==> config.mk <==
export PLATFORM = sky130hd
export DESIGN_NAME = button_conditioner
export DESIGN_NICKNAME = d
export VERILOG_FILES = /design/src/rtl/button_conditioner.sv
export SDC_FILE = /design/constraint.sdc
export NUM_CORES = 1
export LEC_CHECK = 0
export ABC_AREA = 1
export CAP_MARGIN = 20
export CORE_MARGIN = 5
export CORE_UTILIZATION = 46
export DETAILED_ROUTE_END_ITERATION = 10
export PLACE_DENSITY_LB_ADDON = 0.05
export SLEW_MARGIN = 20
export SYNTH_ARGS = -nofsm -noshare
export SYNTH_HDL_FRONTEND = slang
export SYNTH_SLANG_ARGS = --single-unit
==> constraint.sdc <==
create_clock -name clk -period 4.06 [get_ports clk]
set_clock_uncertainty 0.05 [all_clocks]
set_input_delay 0.609 -clock clk [delete_from_list [all_inputs] [get_ports clk]]
set_output_delay 0.609 -clock clk [all_outputs]
set_load 0.005 [all_outputs]
==> src/rtl/button_conditioner.sv <==
// button_conditioner: turns the raw minute/hour push-buttons into clean,
// clock-synchronous single-cycle advance strobes. Each button has its own
// synchroniser, debouncer and press/auto-repeat FSM. The two channels share
// no state.

module button_channel #(
    parameter int DEBOUNCE_CYCLES = 1000000,
    parameter int REPEAT_DELAY    = 50000000,
    parameter int REPEAT_RATE     = 20000000
) (
    input  logic clk,
    input  logic rst,
    input  logic raw,
    output logic pulse,
    output logic level
);

    localparam int DW   = $clog2(DEBOUNCE_CYCLES) + 1;
    localparam int RMAX = (REPEAT_DELAY > REPEAT_RATE) ? REPEAT_DELAY : REPEAT_RATE;
    localparam int RW   = $clog2(RMAX) + 1;

    localparam logic [DW-1:0] D_LAST     = DW'(DEBOUNCE_CYCLES - 1);
    localparam logic [RW-1:0] DELAY_LAST = RW'(REPEAT_DELAY - 1);
    localparam logic [RW-1:0] RATE_LAST  = RW'(REPEAT_RATE - 1);

    typedef enum logic [1:0] {
        S_IDLE,
        S_DELAY,
        S_REPEAT
    } state_t;

    logic          s1;
    logic          s2;
    logic          stable;
    logic          stable_d;
    logic [DW-1:0] dcnt;

    state_t        state;
    state_t        state_n;
    logic [RW-1:0] rcnt;
    logic [RW-1:0] rcnt_n;
    logic          pulse_n;

    // Two-flop synchroniser for the asynchronous pin.
    always_ff @(posedge clk or posedge rst) begin
        if (rst) begin
            s1 <= 1'b0;
            s2 <= 1'b0;
        end else begin
            s1 <= raw;
            s2 <= s1;
        end
    end

    // Debounce: accept a new level only after it has held for the full
    // window; any return to the current level restarts the count.
    always_ff @(posedge clk or posedge rst) begin
        if (rst) begin
            stable <= 1'b0;
            dcnt   <= '0;
        end else if (s2 == stable) begin
            dcnt <= '0;
        end else if (dcnt == D_LAST) begin
            stable <= s2;
            dcnt   <= '0;
        end else begin
            dcnt <= dcnt + DW'(1);
        end
    end

    // FSM state, repeat counter, registered pulse and edge-detect history.
    always_ff @(posedge clk or posedge rst) begin
        if (rst) begin
            state    <= S_IDLE;
            rcnt     <= '0;
            pulse    <= 1'b0;
            stable_d <= 1'b0;
        end else begin
            state    <= state_n;
            rcnt     <= rcnt_n;
            pulse    <= pulse_n;
            stable_d <= stable;
        end
    end

    // Next state: press pulse on the debounced rising edge, first repeat
    // after the delay, then periodic repeats; release always wins.
    always_comb begin
        state_n = state;
        rcnt_n  = rcnt;
        pulse_n = 1'b0;
        case (state)
            S_IDLE: begin
                if (stable && !stable_d) begin
                    pulse_n = 1'b1;
                    rcnt_n  = '0;
                    state_n = S_DELAY;
                end
            end
            S_DELAY: begin
                if (!stable) begin
                    state_n = S_IDLE;
                end else if (rcnt == DELAY_LAST) begin
                    pulse_n = 1'b1;
                    rcnt_n  = '0;
                    state_n = S_REPEAT;
                end else begin
                    rcnt_n = rcnt + RW'(1);
                end
            end
            S_REPEAT: begin
                if (!stable) begin
                    state_n = S_IDLE;
                end else if (rcnt == RATE_LAST) begin
                    pulse_n = 1'b1;
                    rcnt_n  = '0;
                end else begin
                    rcnt_n = rcnt + RW'(1);
                end
            end
            default: begin
                state_n = S_IDLE;
                rcnt_n  = '0;
            end
        endcase
    end

    assign level = stable;

endmodule

module button_conditioner #(
    parameter int DEBOUNCE_CYCLES = 1000000,
    parameter int REPEAT_DELAY    = 50000000,
    parameter int REPEAT_RATE     = 20000000
) (
    input  logic clk,
    input  logic rst,
    input  logic minplus_raw,
    input  logic hrplus_raw,
    output logic min_pulse,
    output logic hr_pulse,
    output logic min_level,
    output logic hr_level
);

    button_channel #(
        .DEBOUNCE_CYCLES(DEBOUNCE_CYCLES),
        .REPEAT_DELAY   (REPEAT_DELAY),
        .REPEAT_RATE    (REPEAT_RATE)
    ) u_min (
        .clk  (clk),
        .rst  (rst),
        .raw  (minplus_raw),
        .pulse(min_pulse),
        .level(min_level)
    );

    button_channel #(
        .DEBOUNCE_CYCLES(DEBOUNCE_CYCLES),
        .REPEAT_DELAY   (REPEAT_DELAY),
        .REPEAT_RATE    (REPEAT_RATE)
    ) u_hr (
        .clk  (clk),
        .rst  (rst),
        .raw  (hrplus_raw),
        .pulse(hr_pulse),
        .level(hr_level)
    );

endmodule
==> flow_summary_export.csv, run 1 <==
group,metric,value,unit
clocking,cts_setup_buffers,0,
hold_path,holdPathStages,0,
pwr,p_comb_share,2.1,%
timing,rsz0062_at_grt,"false",
final_layout,antenna_cells,0,
logic_synthesis,ys_ff_latch,110,
pwr,p_int,1.69,mW
logic_synthesis,yosys.cell_types.count,45,
pwr,pwr_density_cell,307,nW/um^2
routing,wirelength,13800,microns
grt,grt_pass1_vias,5315,
logic_synthesis,syn_area,6450,sq um
timing,max_slew_margin,53.2,%
timing,fin_setup_tns,0,ps
pwr,ir_drop,0.227,mV
final_layout,utilization,50.7,%
routing,wl_per_cell,13.2,microns
timing,worst_pin_slew,697,ps
clocking,cts_sinks,110,
timing,hold_viol_final,0,
logic_synthesis,avgSynthCellArea,7.53,sq um
timing,setup_viol,0,
hold_path,min_to,"u_hr.s2",
routing,route.detailed.drc,0,
clocking,clock_path_buffers,2,
final_layout,drive_above_1_share,8.06,%
pwr,p_clk_share,46.4,%
final_layout,fillCellCount,1360,
clocking,cts_tree,"built",
logic_synthesis,seq_area_frac_synth,42.7,%
final_layout,final_area,7010,sq um
placement,place_inst,1032,
routing,vias_per_cell,5.19,
grt,grt_use_total,18.2,%
grt,overflow,0,
placement,gp_congestion,0.919,
routing,postRouteAntennaNets,0,
clocking,clkTransAtPathRegs,70,ps
pwr,seqPwrFrac,51.4,%
clocking,cts_made_buffers,9,
placement,numPortBuffers,7,
final_layout,final_cell_mix,"nand2_1 (190), nor2_1 (127), dfrtp_1 (110)",
die,die-area,16500,sq um
timing,slew_violations,0,
final_layout,fin_cells,1048,
clocking,ctsResizeCount,0,
pwr,p_sw,0.460,mW
die,die_x,128,microns
die,core,13800,sq um
final_layout,area_growth,8.61,%
worst_setup_path,cp-end-kind,"register",
hold_path,hold_start,"u_hr.s1",
pwr,total_power,2.15,mW
worst_setup_path,timing.rr.start,"u_min.state[0]",
routing,drtIter0Drc,392,
placement,place_area,6670,sq um
pwr,sw_frac_of_total,21.4,%
routing,dr.pass1.iters,5,
logic_synthesis,syn_nets,873,
clocking,clk-insertion-delay-late,360,ps
logic_synthesis,synthArstFlopShare,100,%
die,ios,8,
logic_synthesis,synth_edf_count,0,
grt,grt_pass1_wl,24800,microns
worst_setup_path,timing.rr.end,"u_min.rcnt[2]",
final_layout,fin_nets,879,
worst_setup_path,worst_r2r_path_depth,8,
clocking,ctsHoldBuffers,0,
logic_synthesis,ys.flop_type,"dfrtp_1",
die,fp.dieH,128,microns
routing,vias,5437,
logic_synthesis,yosysWarnings,0,
timing,min_period,2270,ps
clocking,htreeDepth,3,
grt,antenna_found_initial,0,
grt,grt_max_degree,58,
pwr,p_leak,3.03,nW
worst_setup_path,cp.required,4280,ps
worst_setup_path,r2r_slack,1790,ps
clocking,root_buffer,"clkbuf_16",
worst_setup_path,worstSetupStartpointType,"register",
placement,dpl.hpwl,10100,microns
hold_path,hp-class,"reg2reg",
die,start_util,46.6,%
timing,period_share,55.9,%
run,max-cap-violations,0,
logic_synthesis,syn_inst,857,
final_layout,final_common_cell,"nand2_1",
worst_setup_path,arrival,2490,ps
status,status,"finished, final reports clean",
worst_setup_path,path_class,"reg2reg",
worst_setup_path,cp_max_fo,39,
timing,fmax,441,MHz
die,fp-row-count,43,
[power by group through the flow]
| stage | Clock, mW | Sequential, mW | Combinational, mW |
|---|---|---|---|
| 6_report | 1.00 | 1.11 | 0.0460 |
| 5_1_grt | 1.08 | 1.11 | 0.0556 |
| 4_1_cts | 1.04 | 1.11 | 0.0491 |
| 3_5_place_dp | 0 | 1.13 | 0.0489 |
| 3_3_place_gp | 0 | 1.13 | 0.0479 |
| 2_1_floorplan | 0 | 1.13 | 0.0325 |
[routing by layer]
metal / share of wire, % / global-route usage, % / routed length (microns) / vias up
met5: 0 / 0 / 0 / -
met4: 1.4 / 4.99 / 197 / 0
met3: 3.6 / 3.99 / 492 / 14
met2: 47 / 30.0 / 6460 / 104
met1: 48 / 24.2 / 6680 / 2552
li1: - / - / - / 2767
[worst max-delay path by stage]
stage / cells past startpoint / endpoint / slack (ps) / startpoint
2_1_floorplan: 1 / u_hr.dcnt[0] / 500 / rst
3_3_place_gp: 8 / u_min.rcnt[2] / 1890 / u_min.state[0]
3_5_place_dp: 8 / u_min.rcnt[2] / 1790 / u_min.state[0]
4_1_cts: 8 / u_min.rcnt[2] / 1760 / u_min.state[0]
5_1_grt: 8 / u_min.rcnt[20] / 1570 / u_min.state[0]
6_report: 8 / u_min.rcnt[2] / 1790 / u_min.state[0]
[flip-flops by register name (all words and copies together) (netlist names), 2 cells and up]
| name | count |
|---|---|
| u_hr.state | 2 |
| u_min.state | 2 |
| u_hr.dcnt | 21 |
| u_min.dcnt | 21 |
| u_min.rcnt | 27 |
| u_hr.rcnt | 27 |
[layout make-up]
type / instances / area (sq um) / share of cell area [%]
Inverter: 111 / 422 / 6.02
Timing Repair Buffer: 9 / 85.1 / 1.21
Tap cell: 180 / 225 / 3.21
Multi-Input combinational cell: 622 / 3180 / 45.4
Sequential cell: 110 / 2750 / 39.3
Clock buffer: 11 / 253 / 3.61
Clock inverter: 5 / 86.3 / 1.23
[synthesized netlist by cell type, types with 3 or more instances]
| master | instances | area (sq um) |
|---|---|---|
| nand4_1 | 27 | 169 |
| nor3_2 | 3 | 30.0 |
| nor2_1 | 127 | 477 |
| nor4_1 | 6 | 37.5 |
| nand2_1 | 190 | 713 |
| inv_2 | 5 | 18.8 |
| ha_1 | 12 | 150 |
| buf_6 | 4 | 45.0 |
| a21oi_1 | 37 | 185 |
| nor3b_1 | 5 | 37.5 |
| xor2_1 | 27 | 236 |
| inv_1 | 104 | 390 |
| nor2_2 | 18 | 113 |
| nand3_1 | 54 | 270 |
| dfrtp_1 | 110 | 2750 |
| nor2_4 | 3 | 33.8 |
| buf_2 | 5 | 25.0 |
| xnor2_1 | 10 | 87.6 |
| nor3_1 | 40 | 200 |
| o21ai_0 | 21 | 105 |
| a31oi_1 | 6 | 37.5 |
| nand3b_1 | 5 | 37.5 |
| nand2_2 | 10 | 62.6 |
[kinds of logic (layout without fill, tap and decap cells)]
family	count (synthesis)	after routing	share of synthesized area (%)
buffers and inverters	125	136	7.99
xor gates and xnor gates	37	37	5.02
and+or+nand+nor	492	492	34.6
DFF	110	110	42.7
adders and majority gates	12	12	2.33
muxes	1	1	0.175
AOI/OAI and AO/OA	80	80	7.16
[per-stage QoR]
| stage | hold slack, ps | setup WS, ps |
|---|---|---|
| detailed placement | 286 | 1790 |
| global placement | 283 | 1890 |
| finish | 300 | 1790 |
| floorplan | 281 | 499 |
| global route | 310 | 1570 |
| CTS | 304 | 1760 |
[critical path: stages (launching register included)]
cell	delay, ps
dfrtp_1	400
inv_1	80
ha_1	250
o21ai_1	230
nand2_4	150
inv_2	510
nand2_1	150
xnor2_1	180
a21boi_0	170
(Power assumes the default switching activity.)
==> inputs of run 2 (changes only) <==
==> constraint.sdc (replaced) <==
create_clock -name clk -period 2.09 [get_ports clk]
set_clock_uncertainty 0.05 [all_clocks]
set_input_delay 0.3135 -clock clk [delete_from_list [all_inputs] [get_ports clk]]
set_output_delay 0.3135 -clock clk [all_outputs]
set_load 0.005 [all_outputs]
==> run 2 against run 1 <==
Register-to-register slack got worse by 1600 ps. First-iteration DRC count rose by 3.1%. Die area did not move. Largest cell class unchanged. Largest power group unchanged.
==> flow_summary_export.csv, run 2 (same netlist as run 1, synthesis figures left out) <==
group,metric,value,unit
timing,slew_violations,0,
routing,vias,5643,
grt,grt_pass1_wl,25000,microns
grt,grt_pass1_vias,5483,
clocking,cts_tree,"built",
final_layout,biggestRegsByFlops,"u_hr.rcnt: 27 flops, u_min.rcnt: 27 flops",
timing,worst_pin_slew,385,ps
routing,dr.pass1.iters,7,
timing,fmax,516,MHz
final_layout,fin_nets,910,
worst_setup_path,r2r_slack,150,ps
timing,min_period,1940,ps
timing,hold_viol_final,0,
worst_setup_path,critPathSlowestCell,"dfrtp_1",
worst_setup_path,cp.required,2320,ps
worst_setup_path,cp_max_fo,9,
final_layout,final_common_cell,"nand2_1",
worst_setup_path,arrival,2170,ps
placement,gp_congestion,0.876,
worst_setup_path,slowest_delay,400,ps
routing,wirelength,14300,microns
timing,setup_viol,0,
timing,period_share,92.7,%
clocking,htreeDepth,3,
worst_setup_path,path_class,"reg2reg",
routing,wl_per_cell,13.3,microns
final_layout,multi_input_area,3200,sq um
worst_setup_path,worstSetupStartpointType,"register",
final_layout,utilization,52.9,%
timing,timing.hold.ws,235,ps
placement,dpl.hpwl,10500,microns
die,die-area,16500,sq um
die,core,13800,sq um
grt,overflow,0,
grt,antenna_found_initial,0,
worst_setup_path,timing.rr.end,"u_min.rcnt[24]",
pwr,pwr_density_cell,542,nW/um^2
final_layout,fillCellCount,1305,
final_layout,antenna_cells,0,
die,start_util,46.6,%
clocking,clkTransAtPathRegs,70,ps
placement,place_area,6930,sq um
die,fp-row-count,43,
pwr,total_power,3.97,mW
status,status,"finished, final reports clean",
clocking,cts_made_buffers,9,
timing,fin_setup_tns,0,ps
run,max-cap-violations,0,
clocking,clock_path_buffers,2,
pwr,ir_drop,0.374,mV
die,ios,8,
final_layout,area_growth,13.3,%
placement,numPortBuffers,7,
worst_setup_path,timing.rr.start,"u_min.state[1]",
worst_setup_path,cp-end-kind,"register",
routing,vias_per_cell,5.23,
worst_setup_path,crit_chain,"inv_1 > ha_1 > o21ai_2 > nand2_4 > nor2_2 > nand2_1 > nor2_2 > nand2_1 > nand2_1 > nand2_1 > a21oi_1",
grt,grt_max_degree,39,
clocking,cts_sinks,110,
die,fp.dieH,128,microns
die,die_x,128,microns
hold_path,hp-class,"in2async",
pwr,p_leak,3.18,nW
final_layout,final_area,7310,sq um
grt,grt_use_total,18.4,%
final_layout,drive_above_1_share,11.3,%
clocking,root_buffer,"clkbuf_16",
routing,postRouteAntennaNets,0,
worst_setup_path,path_common_cell,"nand2_1",
timing,max_slew_margin,74.2,%
final_layout,final_cell_mix,"nand2_1 (189), nor2_1 (126), dfrtp_1 (109)",
final_layout,regArea,2750,sq um
routing,route.detailed.drc,0,
routing,drtIter0Drc,404,
clocking,clk-insertion-delay-late,360,ps
worst_setup_path,worst_r2r_path_depth,11,
-- run 2: worst max-delay path: cells and delay by family (launching register included) --
| family | cells | cell delay [ps] |
|---|---|---|
| fa+ha+maj | 1 | 250 |
| compound gates | 2 | 290 |
| simple gates | 7 | 800 |
| flops | 1 | 400 |
| buf+inv | 1 | 80 |
-- run 2: cell type report --
| cell class | count | share of cell area (%) |
|---|---|---|
| inverters | 111 | 5.85 |
| repair buffers | 40 | 5.72 |
| clock inverters | 3 | 0.616 |
| well taps | 180 | 3.08 |
| multi-input cells | 622 | 43.8 |
| clock buffers | 13 | 3.29 |
| flip-flops and latches | 110 | 37.7 |
-- run 2: worst max-delay path by stage --
stage | startpoint | endpoint | slack, ps | cells past startpoint
final | u_min.state[1] | u_min.rcnt[24] | 150 | 11
after global placement | u_min.rcnt[0] | u_min.rcnt[12] | 130 | 11
after CTS | u_min.rcnt[0] | u_min.rcnt[19] | 10 | 11
after floorplan | u_min.state[0] | u_min.rcnt[13] | 290 | 8
after detailed placement | u_hr.state[0] | u_hr.rcnt[26] | 60 | 11
after global routing | u_hr.state[1] | u_hr.rcnt[22] | -8 | 11
-- run 2: power by group --
part	leakage, nW	internal, mW	switching (mW)
clock	0.130	0.933	0.767
combinational	1.53	0.0383	0.0769
sequential	1.52	2.14	0.0107
total	3.18	3.11	0.854
-- run 2: per-stage QoR --
stage,worst slack [ps],std cells
floorplan,295,857
global placement,127,1054
detailed placement,57.5,1054
CTS,13.0,1070
global route,-8.20,1079
finish,153,1079
-- run 2: what timing repair did --
item                                    in CTS  in global routing
hold endpoints to repair                     0                  0
endpoints found under the setup margin       0                 46
setup buffers                                0                  9
gates resized for setup                      0                 11
hold buffers                                 0                  0
-- run 2: layer usage --
layer  GRT usage, %  vias to the layer above  wire (microns)
li1               -                     2827               -
met3           4.07                       28             562
met4           5.99                        0             269
met5              0                        -               0
met1           25.1                     2651            6890
met2           29.5                      137            6620
==> inputs of run 3 (changes only) <==
--- a/config.mk
+++ b/config.mk
@@ -9,6 +9,7 @@
 export CAP_MARGIN = 20
 export CORE_MARGIN = 5
 export CORE_UTILIZATION = 46
+export CTS_CLUSTER_DIAMETER = 30
 export DETAILED_ROUTE_END_ITERATION = 10
 export PLACE_DENSITY_LB_ADDON = 0.05
 export SLEW_MARGIN = 20
==> constraint.sdc (replaced) <==
create_clock -name clk -period 1.7 [get_ports clk]
set_clock_uncertainty 0.05 [all_clocks]
set_input_delay 0.255 -clock clk [delete_from_list [all_inputs] [get_ports clk]]
set_output_delay 0.255 -clock clk [all_outputs]
set_load 0.005 [all_outputs]
==> run 3 against run 2 <==
The run now ends with negative setup slack left. Final cell count increased by 9.1%. Sequential share of layout area decreased by 6.2 points. Sequential power increased by 23%. Clock power increased by 24%. Routed wire length increased by 14%. Global-route usage increased by 1.4 points. Worst setup slack got worse by 230 ps. Design area increased by 20%.
==> flow_summary_export.csv, run 3 (same netlist as run 1, synthesis figures left out) <==
group,metric,value,unit
placement,dpl.hpwl,11400,microns
routing,wirelength,16300,microns
timing,timing.hold.ws,294,ps
worst_setup_path,worstSetupStartpointType,"register",
routing,wl_per_cell,13.9,microns
final_layout,utilization,63.4,%
clocking,clock_path_buffers,2,
worst_setup_path,timing.rr.start,"u_min.state[0]",
routing,dr.pass1.iters,5,
placement,place_area,7480,sq um
die,fp-row-count,43,
placement,gp_congestion,0.926,
timing,hold_viol_final,0,
clocking,htreeDepth,3,
die,die-area,16500,sq um
worst_setup_path,cp_max_fo,5,
grt,grt_use_total,19.8,%
final_layout,regArea,2760,sq um
die,start_util,46.6,%
timing,period_share,104,%
worst_setup_path,crit_chain,"inv_2 > ha_4 > o21ai_4 > nand2_4 > nor2_8 > nand2_4 > nor2_4 > nand2_1 > nand2_1 > nand2_1 > a21oi_2",
run,max-cap-violations,0,
pwr,total_power,4.90,mW
final_layout,fillCellCount,1183,
pwr,p_leak,3.92,nW
clocking,ctsHoldBuffers,0,
clocking,cts_sinks,110,
worst_setup_path,cp.required,1930,ps
grt,grt_pass1_wl,27000,microns
hold_path,hold_start,"minplus_raw",
placement,pre_cts_ws,-102,ps
timing,fin_setup_tns,-1010,ps
timing,max_slew_margin,64.2,%
pwr,ir_drop,0.509,mV
routing,vias,6029,
final_layout,drive_above_1_share,32.0,%
clocking,root_buffer,"clkbuf_16",
final_layout,fin_nets,1008,
status,violations,"negative setup slack",
worst_setup_path,path_class,"reg2reg",
timing,setup_viol,30,
timing,fmax,563,MHz
routing,vias_per_cell,5.12,
die,fp.dieH,128,microns
timing,rsz0062_at_grt,"true",
worst_setup_path,path_common_cell,"nand2_1",
worst_setup_path,critPathSlowestCell,"dfrtp_2",
final_layout,final_common_cell,"nand2_1",
final_layout,area_growth,35.9,%
placement,numPortBuffers,7,
timing,worst_slack,-75.6,ps
final_layout,fin_cells,1177,
routing,route.detailed.drc,0,
final_layout,multi_input_area,3800,sq um
die,core,13800,sq um
final_layout,antenna_cells,0,
worst_setup_path,slowest_delay,420,ps
clocking,clkTransAtPathRegs,70,ps
final_layout,final_cell_mix,"nand2_1 (161), dfrtp_1 (108), buf_4 (106)",
status,status,"finished with violations",
pwr,pwr_density_cell,559,nW/um^2
routing,postRouteAntennaNets,0,
grt,antenna_found_initial,0,
hold_path,hp-class,"in2reg",
timing,slew_violations,0,
die,ios,8,
clocking,cts_tree,"built",
worst_setup_path,cp-end-kind,"register",
worst_setup_path,arrival,2010,ps
timing,min_period,1780,ps
clocking,cts_made_buffers,9,
die,die_x,128,microns
timing,worst_pin_slew,532,ps
grt,grt_pass1_vias,5981,
placement,place_inst,1128,
worst_setup_path,critPathLaunch,"u_min.state[0]",
grt,grt_max_degree,59,
routing,drtIter0Drc,414,
grt,overflow,0,
final_layout,biggestRegsByFlops,"u_hr.rcnt: 27 flops, u_min.rcnt: 27 flops",
clocking,clk-insertion-delay-late,350,ps
final_layout,final_area,8770,sq um
-- run 3: worst paths after layout --
| check | end | slack (ps) | cells past startpoint |
|---|---|---|---|
| setup / recovery | u_min.rcnt[25] | -80 | 11 |
| hold / removal | u_min.s1 | 290 | 1 |
| setup reg to reg | u_min.rcnt[25] | -80 | 11 |
| hold reg to reg | u_min.s2 | 320 | 0 |
| max in group asynchronous | u_hr.dcnt[2] | 980 | 3 |
| min in group asynchronous | u_min.rcnt[8] | 330 | 3 |
-- run 3: timing repair --
item	4_1_cts	5_1_grt
endpoints found under the setup margin	70	95
endpoints found under the hold margin	0	0
setup buffers	8	21
gates cloned	0	4
resized for setup	29	168
pin swaps	13	61
-- run 3: power breakdown --
group / internal [mW] / leakage (nW) / switching [mW]
Combinational: 0.0535 / 2.26 / 0.101
Sequential: 2.63 / 1.52 / 0.0103
Clock: 1.15 / 0.136 / 0.960
-- run 3: routing by layer --
| layer | vias to the layer above | global-route usage, % | part of all wire, % |
|---|---|---|---|
| li1 | 3035 | - | - |
| met1 | 2895 | 26.0 | 46 |
| met2 | 84 | 33.7 | 50 |
| met3 | 15 | 3.82 | 2.6 |
| met4 | 0 | 5.49 | 1.2 |
| met5 | - | 0 | 0 |
-- run 3: final cells by class --
class,instances,area share [%]
inverters,111,5.02
clock inverters,5,0.671
multi-input cells,622,43.4
well taps,180,2.57
flip-flops and latches,110,31.4
clock buffers,11,2.65
repair buffers,138,14.3
-- run 3: critical path, delay by kind of cell (launching register included) --
kind | cells | cell delay (ps)
flops | 1 | 420
simple gates | 7 | 730
fa+ha+maj | 1 | 170
buf+inv | 1 | 70
compound gates | 2 | 260
